File: src/rtl/wrr_arbiter_if.sv
// Request/grant bundle between requesters and the weighted round-robin arbiter.
// The master modport is the requester side; the slave modport is the arbiter side.
interface wrr_arbiter_if #(
    parameter int CLIENTS  = 32,
    parameter int WEIGHT_W = 4,
    parameter int IDX_W    = $clog2(CLIENTS)
);
    logic [CLIENTS-1:0]          request;
    logic [CLIENTS*WEIGHT_W-1:0] weight;
    logic                        stall;
    logic [CLIENTS-1:0]          grant;
    logic                        grant_valid;
    logic [IDX_W-1:0]            grant_id;

    modport master (
        output request, weight, stall,
        input  grant, grant_valid, grant_id
    );

    modport slave (
        input  request, weight, stall,
        output grant, grant_valid, grant_id
    );
endinterface

File: src/rtl/wrr_arbiter.sv
// Weighted round-robin arbiter: registered one-hot grant, bursts of weight+1 cycles,
// rotating priority pointer and a stall input that freezes all arbitration state.
module wrr_arbiter #(
    parameter int CLIENTS  = 32,
    parameter int WEIGHT_W = 4,
    parameter int IDX_W    = $clog2(CLIENTS)
) (
    input  logic         i_clock,
    input  logic         i_reset_n,
    wrr_arbiter_if.slave arb_if
);
    localparam int CW = IDX_W + 1;

    logic [CLIENTS-1:0]  r_grant;
    logic                r_grant_valid;
    logic [IDX_W-1:0]    r_grant_id;
    logic [IDX_W-1:0]    r_ptr;
    logic [WEIGHT_W-1:0] r_burst_cnt;
    logic [WEIGHT_W-1:0] r_burst_lim;

    logic [CLIENTS-1:0]  w_grant_next;
    logic                w_grant_valid_next;
    logic [IDX_W-1:0]    w_grant_id_next;
    logic [IDX_W-1:0]    w_ptr_next;
    logic [WEIGHT_W-1:0] w_burst_cnt_next;
    logic [WEIGHT_W-1:0] w_burst_lim_next;

    logic [WEIGHT_W-1:0] w_weight [CLIENTS];
    logic                w_found;
    logic [IDX_W-1:0]    w_winner;
    logic [CW-1:0]       w_cand;
    logic                w_continue;

    generate
        for (genvar gi = 0; gi < CLIENTS; gi++) begin : g_weight
            assign w_weight[gi] = arb_if.weight[gi*WEIGHT_W +: WEIGHT_W];
        end
    endgenerate

    // Circular scan starting at r_ptr; the previous grantee sits at r_ptr-1, so it is seen last.
    always_comb begin
        w_found  = 1'b0;
        w_winner = '0;
        w_cand   = '0;
        for (int k = 0; k < CLIENTS; k++) begin
            w_cand = {1'b0, r_ptr} + CW'(k);
            if (w_cand >= CW'(CLIENTS)) begin
                w_cand = w_cand - CW'(CLIENTS);
            end
            if (!w_found && arb_if.request[w_cand[IDX_W-1:0]]) begin
                w_found  = 1'b1;
                w_winner = w_cand[IDX_W-1:0];
            end
        end
    end

    assign w_continue = r_grant_valid && arb_if.request[r_grant_id]
                        && (r_burst_cnt < r_burst_lim);

    always_comb begin
        w_grant_next       = r_grant;
        w_grant_valid_next = r_grant_valid;
        w_grant_id_next    = r_grant_id;
        w_ptr_next         = r_ptr;
        w_burst_cnt_next   = r_burst_cnt;
        w_burst_lim_next   = r_burst_lim;
        if (!arb_if.stall) begin
            if (w_continue) begin
                w_burst_cnt_next = r_burst_cnt + WEIGHT_W'(1);
            end else if (w_found) begin
                w_grant_next           = '0;
                w_grant_next[w_winner] = 1'b1;
                w_grant_valid_next     = 1'b1;
                w_grant_id_next        = w_winner;
                w_burst_cnt_next       = '0;
                // Burst length is fixed here; later weight changes only affect the next burst.
                w_burst_lim_next       = w_weight[w_winner];
                w_ptr_next             = (w_winner == IDX_W'(CLIENTS - 1)) ? '0
                                         : w_winner + IDX_W'(1);
            end else begin
                w_grant_next       = '0;
                w_grant_valid_next = 1'b0;
                w_grant_id_next    = '0;
                w_burst_cnt_next   = '0;
                w_burst_lim_next   = '0;
            end
        end
    end

    always_ff @(posedge i_clock or negedge i_reset_n) begin
        if (!i_reset_n) begin
            r_grant       <= '0;
            r_grant_valid <= 1'b0;
            r_grant_id    <= '0;
            r_ptr         <= '0;
            r_burst_cnt   <= '0;
            r_burst_lim   <= '0;
        end else begin
            r_grant       <= w_grant_next;
            r_grant_valid <= w_grant_valid_next;
            r_grant_id    <= w_grant_id_next;
            r_ptr         <= w_ptr_next;
            r_burst_cnt   <= w_burst_cnt_next;
            r_burst_lim   <= w_burst_lim_next;
        end
    end

    assign arb_if.grant       = r_grant;
    assign arb_if.grant_valid = r_grant_valid;
    assign arb_if.grant_id    = r_grant_id;
endmodule

File: src/flat_wrapper.sv
// flat-port wrapper written by rule: the top's interface ports become plain ports
module wrr_arbiter_flat 
#(
    parameter int CLIENTS  = 32,
    parameter int WEIGHT_W = 4,
    parameter int IDX_W    = $clog2(CLIENTS)
)
  (i_clock, i_reset_n, arb_if_request, arb_if_weight, arb_if_stall, arb_if_grant, arb_if_grant_valid, arb_if_grant_id);
  wrr_arbiter_if #(.CLIENTS(CLIENTS), .WEIGHT_W(WEIGHT_W), .IDX_W(IDX_W)) arb_if_i ();
  input  logic i_clock;
  input  logic i_reset_n;
  input wire logic [$bits(arb_if_i.request)-1:0] arb_if_request;
  input wire logic [$bits(arb_if_i.weight)-1:0] arb_if_weight;
  input wire logic [$bits(arb_if_i.stall)-1:0] arb_if_stall;
  output wire logic [$bits(arb_if_i.grant)-1:0] arb_if_grant;
  output wire logic [$bits(arb_if_i.grant_valid)-1:0] arb_if_grant_valid;
  output wire logic [$bits(arb_if_i.grant_id)-1:0] arb_if_grant_id;
  assign arb_if_i.request = arb_if_request;
  assign arb_if_i.weight = arb_if_weight;
  assign arb_if_i.stall = arb_if_stall;
  assign arb_if_grant = arb_if_i.grant;
  assign arb_if_grant_valid = arb_if_i.grant_valid;
  assign arb_if_grant_id = arb_if_i.grant_id;
  wrr_arbiter #(.CLIENTS(CLIENTS), .WEIGHT_W(WEIGHT_W), .IDX_W(IDX_W)) u_core (.i_clock(i_clock), .i_reset_n(i_reset_n), .arb_if(arb_if_i));
endmodule
File: config.mk
export PLATFORM = sky130hd
export DESIGN_NAME = wrr_arbiter_flat
export DESIGN_NICKNAME = d
export VERILOG_FILES = /design/src/rtl/wrr_arbiter_if.sv /design/src/rtl/wrr_arbiter.sv /design/src/flat_wrapper.sv
export SDC_FILE = /design/constraint.sdc
export NUM_CORES = 1
export LEC_CHECK = 0
export ABC_AREA = 0
export CORE_ASPECT_RATIO = 0.9
export CORE_UTILIZATION = 55
export CTS_BUF_LIST = sky130_fd_sc_hd__clkbuf_2
export DETAILED_ROUTE_END_ITERATION = 16
export GPL_ROUTABILITY_DRIVEN = 0
export GPL_TIMING_DRIVEN = 1
export MAX_ROUTING_LAYER = met4
export PLACE_DENSITY = 0.86
export REMOVE_ABC_BUFFERS = 1
export SYNTH_ARGS = -nofsm -noshare
export SYNTH_HDL_FRONTEND = slang
export SYNTH_SLANG_ARGS = --single-unit
File: constraint.sdc
create_clock -name i_clock -period 8.06 [get_ports i_clock]
set_input_delay 1.209 -clock i_clock [delete_from_list [all_inputs] [get_ports i_clock]]
set_output_delay 1.209 -clock i_clock [all_outputs]
set_load 0.02 [all_outputs]
==> Word level (Yosys, flattened, before mapping) <==
Cells that the tools add are included.
{ "word_totals": {"regBits": 51, "inputBits": 163} }
{ "op_classes": {"mux": 173, "magnitude_cmp": 69, "reduce_logical": 67, "n_eq_ne": 1, "n_bitwise": 3, "add_sub_neg": 65} }
{ "ops": {"columns": ["op", "count"], "rows": [
  ["$mux 5", 66],
  ["$lt 5x6->1 const B", 34],
  ["$ge 6x6->1 const B", 32],
  ["$bmux 1 s5", 33],
  ["$sub 5x1->5 const B", 32],
  ["$add 5x5->6 const B", 16],
  ["$mux 1", 67],
  ["$add 5x4->6 const B", 8],
  ["$logic_and 1x1->1", 34],
  ["$mux 32", 1],
  ["$logic_not 1->1", 31],
  ["$add 5x3->6 const B", 4],
  ["$bmux 4 s5", 1],
  ["$mux 4", 4],
  ["$add 5x2->6 const B", 2],
  ["$add 5x1->6 const B", 1],
  ["$ge 5x6->1 const B", 1],
  ["$not 5->6", 1],
  ["$add 5x1->5 const B", 1],
  ["$demux 1 s5", 1],
  ["$eq 5x5->1 const B", 1],
  ["$ge 5x1->1 const B", 1],
  ["$add 4x1->4 const B", 1],
  ["$lt 4x4->1", 1],
  ["other kinds (3)", 4]
]} }

==> Logic depth before layout (Yosys ltp) <==
Gate-level depths: netlist (run 1).
{ "depth": {"word_depth": 103, "ltp_mapped": 30, "ltp_nobuf": 20} }

==> Least setup slack after synthesis (run 1) <==
OpenSTA, ideal clock, no wires.
{ "synth_path": {"path_type": "flip-flop to flip-flop", "start": "reg u_core.r_ptr[1]", "end": "reg u_core.r_ptr[3]", "t_arrival_ps": 6917, "setup_slack_ps": 1022, "required_ps": 7939, "n_path_buf": 10, "period_less_slack_ps": 7038, "stages_incl_launch_ff": 27, "cell_sequence": "dfrtp_1 buf_6 buf_6 buf_4 buf_6 clkbuf_1 clkinv_1 ha_1 buf_2 clkbuf_1 mux4_2 mux4_2 mux2_2 or4b_1 or3_1 or4_1 o211ai_1 o31ai_1 clkbuf_1 buf_2 buf_2 inv_1 ha_1 nor3b_1 ha_1 nor2_1 a22o_1"} }
{ "synth_between": {"elab_chain_cells": 100, "elab_cells_between_ends": 321, "cone_classes": "add/sub: 64; order compare: 32; eq/ne: 1; mux: 161; reduce/logical: 63"} }
{ "synth_lines": {"columns": ["item", "line", "rtl"], "rows": [
  ["start: declaration", "wrr_arbiter.sv:17", "logic [IDX_W-1:0] r_ptr;"],
  ["start signal: assignment", "wrr_arbiter.sv:102", "r_ptr <= w_ptr_next;"],
  ["parallel branches: the longest is 100 deep, another holds $add 5x1->6", null, null]
]} }
Parallel ways; which one is timed is not known. The select of a mux whose other input is x is not followed.
A chain may end at the register's enable or synchronous reset.

==> Worst setup path after layout (run 1) <==
{ "layout_path": {"start": "reg u_core.r_ptr[3]", "end": "reg u_core.r_ptr[0]"} }
The elaborated chain is that of the path after synthesis.

==> impl_results.md, run 1 <==
- Outcome: completed
- Uppermost layer routed: met4
- Clock tree from TritonCTS: built
- Total number of vias: 11,539
- I/O Buffers: 200
- Synth async-reset ratio: 100%
- Met2 Routed Length: 17,100 µm
- Initial DRT Pass Iterations: 9
- Cell with the most instances after synthesis: mux2i_1
- Kind of critical path: reg2reg
- CP arrival: 7820 ps
- Finish-stage setup viols: 0
- Largest net degree at the start of global routing: 74
- DRC: 0
- Synth top area cells: mux4_2 (17%), mux2i_1 (16%), dfrtp_1 (12%)
- Fin crit period: 7420 ps
- CTS Root Cell: clkbuf_2
- Final Hold Fails: 0
- Die area: 0.0193 mm²
- Kind of start point of the critical path: register
- Mapped Cells: 1,147
- Flop2flop setup slack: 640 ps
- TritonCTS Buffers: 5
- CTS resizes: 0
- Critical path depth in cells: 19
- Buffers & Inverters on Critical Path: 3
- Core box area: 0.0183 mm²
- Clock latency on the worst-skew pair: 450 ps
- MaxCap Viol Count: 0
- Diodes inserted: 0
- Fmax: 135 MHz
- Total GRT Usage: 41.8%
- Slew @ Worst Pin: 1330 ps
- Postcts setup bufs: 0
- Starting Density: 56.2%
- Hold Path Class: reg2reg
- Worst Setup End Kind: register
- # fillers: 1,411
- Share of the synthesized area in the top cell type: 17.3%
- Worst Hold End: u_core.r_burst_lim[3]
- FP Rows: 47
- Final antenna-violating net count: 0
- Reg2reg path depth: 19
- PnR worst setup slack: 642 ps
- First-pass GRT wire length: 61,200 µm
- Crit-path cells: inv_1, xnor2_2, mux4_2, mux2i_4, nand4_2, or3_1, or4_1, o2111a_1, a2111oi_2, o211ai_1, nand3_2, buf_4, inv_2, ha_1, nor3b_1, ha_1, nor2_1, nand2_1, o21ai_0
- WHS Path Cells: 2
- Dpl hpwl: 30,700 µm
- Number of enable flip-flop cells after synthesis: 0
- H-tree depth: 2
- Met1 WL: 13,800 µm
- RSZ-0062 raised after global routing: false
- Final Max Slew Viols: 0
- Fin crit share: 92.0%
- Delay-heaviest family, CP: simple AND/OR/NAND/NOR gates
- Area growth syn-to-layout: 21.3%
- Highest fanout seen on the critical path: 18
- Die Wd: 146 µm
- Critical path's largest stage delay: 1100 ps
- Commonest cells post-synth: mux2i_1 (170), nand2_1 (90), mux4_2 (79)
- Vias in the first global route: 10,797
- Grt total ovfl: 0
- WL met3: 6470 µm
- Clock-pin slew on the worst setup and hold paths: 260 ps
- Die Y: 132 µm
- Post-synth top area cell: mux4_2
- Slew HR: 11.0%
- CP Data Required Time: 8460 ps
- Vias per inst: 7.48
- Nets: 1,481
- Synth Register Bits: 51
- Mapped Area: 0.0103 mm²
- Warnings, synthesis: 0
- Avg Cell Area, Syn: 8.99 µm²
- Min-delay src: u_core.r_burst_lim[3]
- Crit path top cell by count: ha_1
- Initial DRC count: 1,791
- Yosys cell types: 88
- DR WL/cell: 25.8 µm
- Layout cells sized above 1: 15.7%
- CTS max path bufs: 2
- Skew final: 19.9 ps
- Clock Sinks: 51
- Hold_buf cts: 0
- Initial antenna violation count: 0
- Pre-CTS setup slack: 1000 ps
- CP max-delay cell: xnor2_2
- DRT Wirelength: 39,700 µm
- Reg-to-reg endpoint: u_core.r_ptr[0]
- Post-synthesis sequential area ratio: 12.4%
- I/O pin cnt: 201
- Reg-to-reg startpoint: u_core.r_ptr[3]
- Synth Flop Type: dfrtp_1
layout make-up:
type / count / area, µm² / area share [%]
well taps: 245 / 307 / 2.45
multi-input cells: 982 / 8520 / 68.1
clock inverters: 2 / 60.1 / 0.480
repair buffers: 229 / 2210 / 17.7
inverters: 27 / 101 / 0.810
flip-flops and latches: 51 / 1280 / 10.2
clock buffers: 6 / 30.0 / 0.240
routing by layer:
metal | vias to the layer above | global-route usage (%)
li1 | 4806 | -
met1 | 5368 | 51.9
met2 | 1100 | 61.4
met3 | 265 | 14.0
met4 | 0 | 19.1
met5 | - | -
registers in the layout, summed over array words and instances (netlist names):
name / count
u_core.arb_if.grant_valid: 1
u_core.arb_if.grant_id: 5
u_core.r_ptr: 5
u_core.r_burst_lim: 4
u_core.arb_if.grant: 32
u_core.r_burst_cnt: 4
worst max-delay path by stage:
stage	start	to	slack [ps]
finish	u_core.r_ptr[3]	u_core.r_ptr[0]	640
global placement	arb_if_request[17]	u_core.r_burst_lim[2]	1070
detailed placement	arb_if_request[12]	u_core.r_ptr[0]	1000
global route	u_core.r_ptr[3]	u_core.r_ptr[0]	430
floorplan	u_core.r_ptr[1]	u_core.r_ptr[0]	-7350
CTS	u_core.r_ptr[3]	u_core.r_ptr[0]	1010
metrics by stage:
| step | utilization (%) | cells | TNS (ps) | hold WS [ps] | instance area, µm² |
|---|---|---|---|---|---|
| 3_3_place_gp | 67.7 | 1534 | 0 | 464 | 12400 |
| 4_1_cts | 68.2 | 1542 | 0 | 521 | 12500 |
| 2_1_floorplan | - | 1060 | -290030 | 448 | 9860 |
| 6_report | 68.2 | 1542 | 0 | 529 | 12500 |
| 5_1_grt | 68.2 | 1542 | 0 | 559 | 12500 |
| 3_5_place_dp | 67.7 | 1534 | 0 | 474 | 12400 |
cells in the final DEF, fill, tap and decap left out, types with 7 or more instances in the layout:
cell type          n
nor3_1            19
o21a_1            12
nand3_1           37
or3_1             10
mux2_2            52
nand2_1           90
inv_1             21
mux4_2            79
mux2_1             8
and3_1            10
o221ai_1           7
nand4_1           13
clkdlybuf4s50_1  199
and2_1            14
nand2b_1          14
a211oi_1          11
mux2i_1          170
dfrtp_1           49
o31ai_1            8
nor2b_1           13
a22o_1            37
o211ai_1          14
ha_1              22
xnor2_1           22
buf_4             29
o22ai_1           20
a21oi_1           37
nor2_1            69
o21ai_0           61
worst reg2reg max path: stages, from the launching register on:
cell,delay [ps]
dfrtp_1,920
inv_1,600
xnor2_2,1110
mux4_2,700
mux2i_4,340
nand4_2,230
or3_1,610
or4_1,600
o2111a_1,170
a2111oi_2,400
o211ai_1,180
nand3_2,130
buf_4,280
inv_2,100
ha_1,240
nor3b_1,140
ha_1,230
nor2_1,190
nand2_1,80
o21ai_0,110
kinds of logic after synthesis:
| family | synth area share (%) |
|---|---|
| AOI/OAI and AO/OA | 20.5 |
| xor gates and xnor gates | 2.55 |
| DFF | 12.4 |
| muxes | 40.7 |
| adders and majority gates | 2.67 |
| and+or+nand+nor | 15.8 |
| buffers and inverters | 5.36 |
Power of run 1 is left out: the tool's default activity adds up to more than one toggle a clock period on the data nets, which glitch-free logic cannot reach.
==> run 2, diff against run 1 <==
Settings changed: GPL_ROUTABILITY_DRIVEN 0 to unset, SKIP_CTS_REPAIR_TIMING set to 1.
==> impl_results.md, run 2 (synthesis results as in run 1) <==
- Kind of critical path: reg2reg
- Layout cells sized above 1: 16.1% (+0.34 points)
- I/O Buffers: 200 (unchanged)
- Final Max Slew Viols: 0 (unchanged)
- Fin Setup TNS: 0 ps (unchanged)
- CP max-delay cell: buf_4
- First-pass GRT wire length: 64,500 µm (+5.3%)
- Starting Density: 56.2% (unchanged)
- Grt total ovfl: 0 (unchanged)
- Fin crit share: 94.3% (+2.3 points)
- Slew HR: 26.5% (+16 points)
- Slew @ Worst Pin: 1100 ps (-223 ps)
- FP Rows: 47 (unchanged)
- Largest net degree at the start of global routing: 77 (+4.1%)
- I/O pin cnt: 201 (unchanged)
- Initial DRC count: 1,375 (-23%)
- Skew final: 28.0 ps (+8.10 ps)
- DRT Wirelength: 42,000 µm (+5.7%)
- Met1 WL: 16,300 µm (+19%)
- Die Y: 132 µm (unchanged)
- Fin crit period: 7600 ps (+182 ps)
- Kind of start point of the critical path: register
- Dpl hpwl: 33,200 µm (+8.2%)
- Vias in the first global route: 10,807 (+0.093%)
- Placed cell count: 1,538 (+0.26%)
- Layout Cells excl Fill: 1,546 (+0.26%)
- WL met3: 4950 µm (-24%)
- Vias per inst: 7.27 (-2.9%)
- DR WL/cell: 27.2 µm (+5.4%)
- Diodes inserted: 0 (unchanged)
- Max reg flops: 32 (unchanged)
- Outcome: completed
- Clock Sinks: 51 (unchanged)
- Util after Layout: 68.3% (about the same)
- Fmax: 132 MHz (-2.4%)
- Die Wd: 146 µm (unchanged)
- Uppermost layer routed: met4
- Highest fanout seen on the critical path: 76 (+58)
- Gpl congestion: 1.09
- Initial antenna violation count: 0 (unchanged)
- Total number of vias: 11,237 (-2.6%)
- Final antenna-violating net count: 0 (unchanged)
- DRC: 0 (unchanged)
- Nets: 1,485 (+0.27%)
- Final Hold Fails: 0 (unchanged)
- CTS Root Cell: clkbuf_2
- CP arrival: 8000 ps (+180 ps)
- CTS max path bufs: 2 (unchanged)
- Critical path's largest stage delay: 880 ps (-220 ps)
- CP Data Required Time: 8460 ps (about the same)
- Core box area: 0.0183 mm² (unchanged)
- RSZ-0062 raised after global routing: false
- Clock tree from TritonCTS: built
- Area growth syn-to-layout: 21.4% (about the same)
- TritonCTS Buffers: 5 (unchanged)
- Worst Setup End Kind: register
- Commonest non-fill, non-tap cell in the layout: clkdlybuf4s50_1
- H-tree depth: 2 (unchanged)
- Crit-path cells: buf_4, ha_1, xnor2_2, buf_4, mux4_2, mux2i_1, nand2_2, or4_1, or4_1, o2111a_1, a2111oi_2, o211ai_1, nand3_2, buf_4, mux2i_1, mux2_2, o22ai_1, o41ai_2
- Finish-stage setup viols: 0 (unchanged)
- Clock latency on the worst-skew pair: 460 ps (about the same)
- Hold Path Class: reg2reg
- Most frequent cells in the layout: clkdlybuf4s50_1 (199), mux2i_1 (170), nand2_1 (90), mux4_2 (79), nor2_1 (69)
- Clock-pin slew on the worst setup and hold paths: 270 ps (about the same)
- Met2 Routed Length: 18,700 µm (+9.6%)
- # fillers: 1,471 (+4.3%)
- Total GRT Usage: 44.8% (+3.0 points)
- Die area: 0.0193 mm² (unchanged)
- Initial DRT Pass Iterations: 6 (-3)
- MaxCap Viol Count: 0 (unchanged)
- Crit path top cell by count: buf_4
-- run 2: cell types whose count changed in the layout (fill, tap and decap cells not counted), sizes merged --
| cell | before | now |
|---|---|---|
| buf | 30 | 34 |
| bufinv | 2 | 1 |
| clkbuf | 6 | 7 |
-- run 2: cell type report --
cell class | instances | area [µm²] | share of cell area [%]
Multi-Input combinational cell | 982 | 8530 | 68.1
Timing Repair Buffer | 233 | 2240 | 17.9
Sequential cell | 51 | 1280 | 10.2
Tap cell | 245 | 307 | 2.45
Inverter | 27 | 101 | 0.809
Clock buffer | 7 | 35.0 | 0.280
Clock inverter | 1 | 30.0 | 0.240
-- run 2: per-layer routing --
metal  global-route usage (%)  up-vias
li1                         -     4822
met1                     57.9     5404
met2                     67.4      862
met3                     10.7      149
met4                     18.3        0
met5                        -        -
-- run 2: worst paths after layout --
path	to	cells past startpoint	start	slack, ps
max	u_core.r_burst_lim[2]	18	u_core.r_ptr[1]	460
min	u_core.r_burst_lim[0]	2	u_core.r_burst_lim[0]	520
max reg2reg	u_core.r_burst_lim[2]	18	u_core.r_ptr[1]	460
min reg2reg	u_core.r_burst_lim[0]	2	u_core.r_burst_lim[0]	520
max in group asynchronous	u_core.r_ptr[1]	2	i_reset_n	6790
min in group asynchronous	u_core.r_ptr[4]	2	i_reset_n	810
-- run 2: through the flow --
| stage | hold slack, ps | instance area, µm² | worst slack (ps) |
|---|---|---|---|
| 2_1_floorplan | 448 | 9860 | -7350 |
| 3_3_place_gp | 463 | 12500 | 831 |
| 3_5_place_dp | 469 | 12500 | 795 |
| 4_1_cts | 525 | 12500 | 727 |
| 5_1_grt | 543 | 12500 | 270 |
| 6_report | 524 | 12500 | 460 |
-- run 2: worst max-delay path: cells and delay by family, from the launching register on --
kind / cells / cell delay [ps]
compound gates: 5 / 1230
xor+xnor: 1 / 310
flops: 1 / 590
mux: 4 / 1270
simple gates: 4 / 1700
buf+inv: 3 / 1620
fa+ha+maj: 1 / 740
Power of run 2 is left out for the same reason.
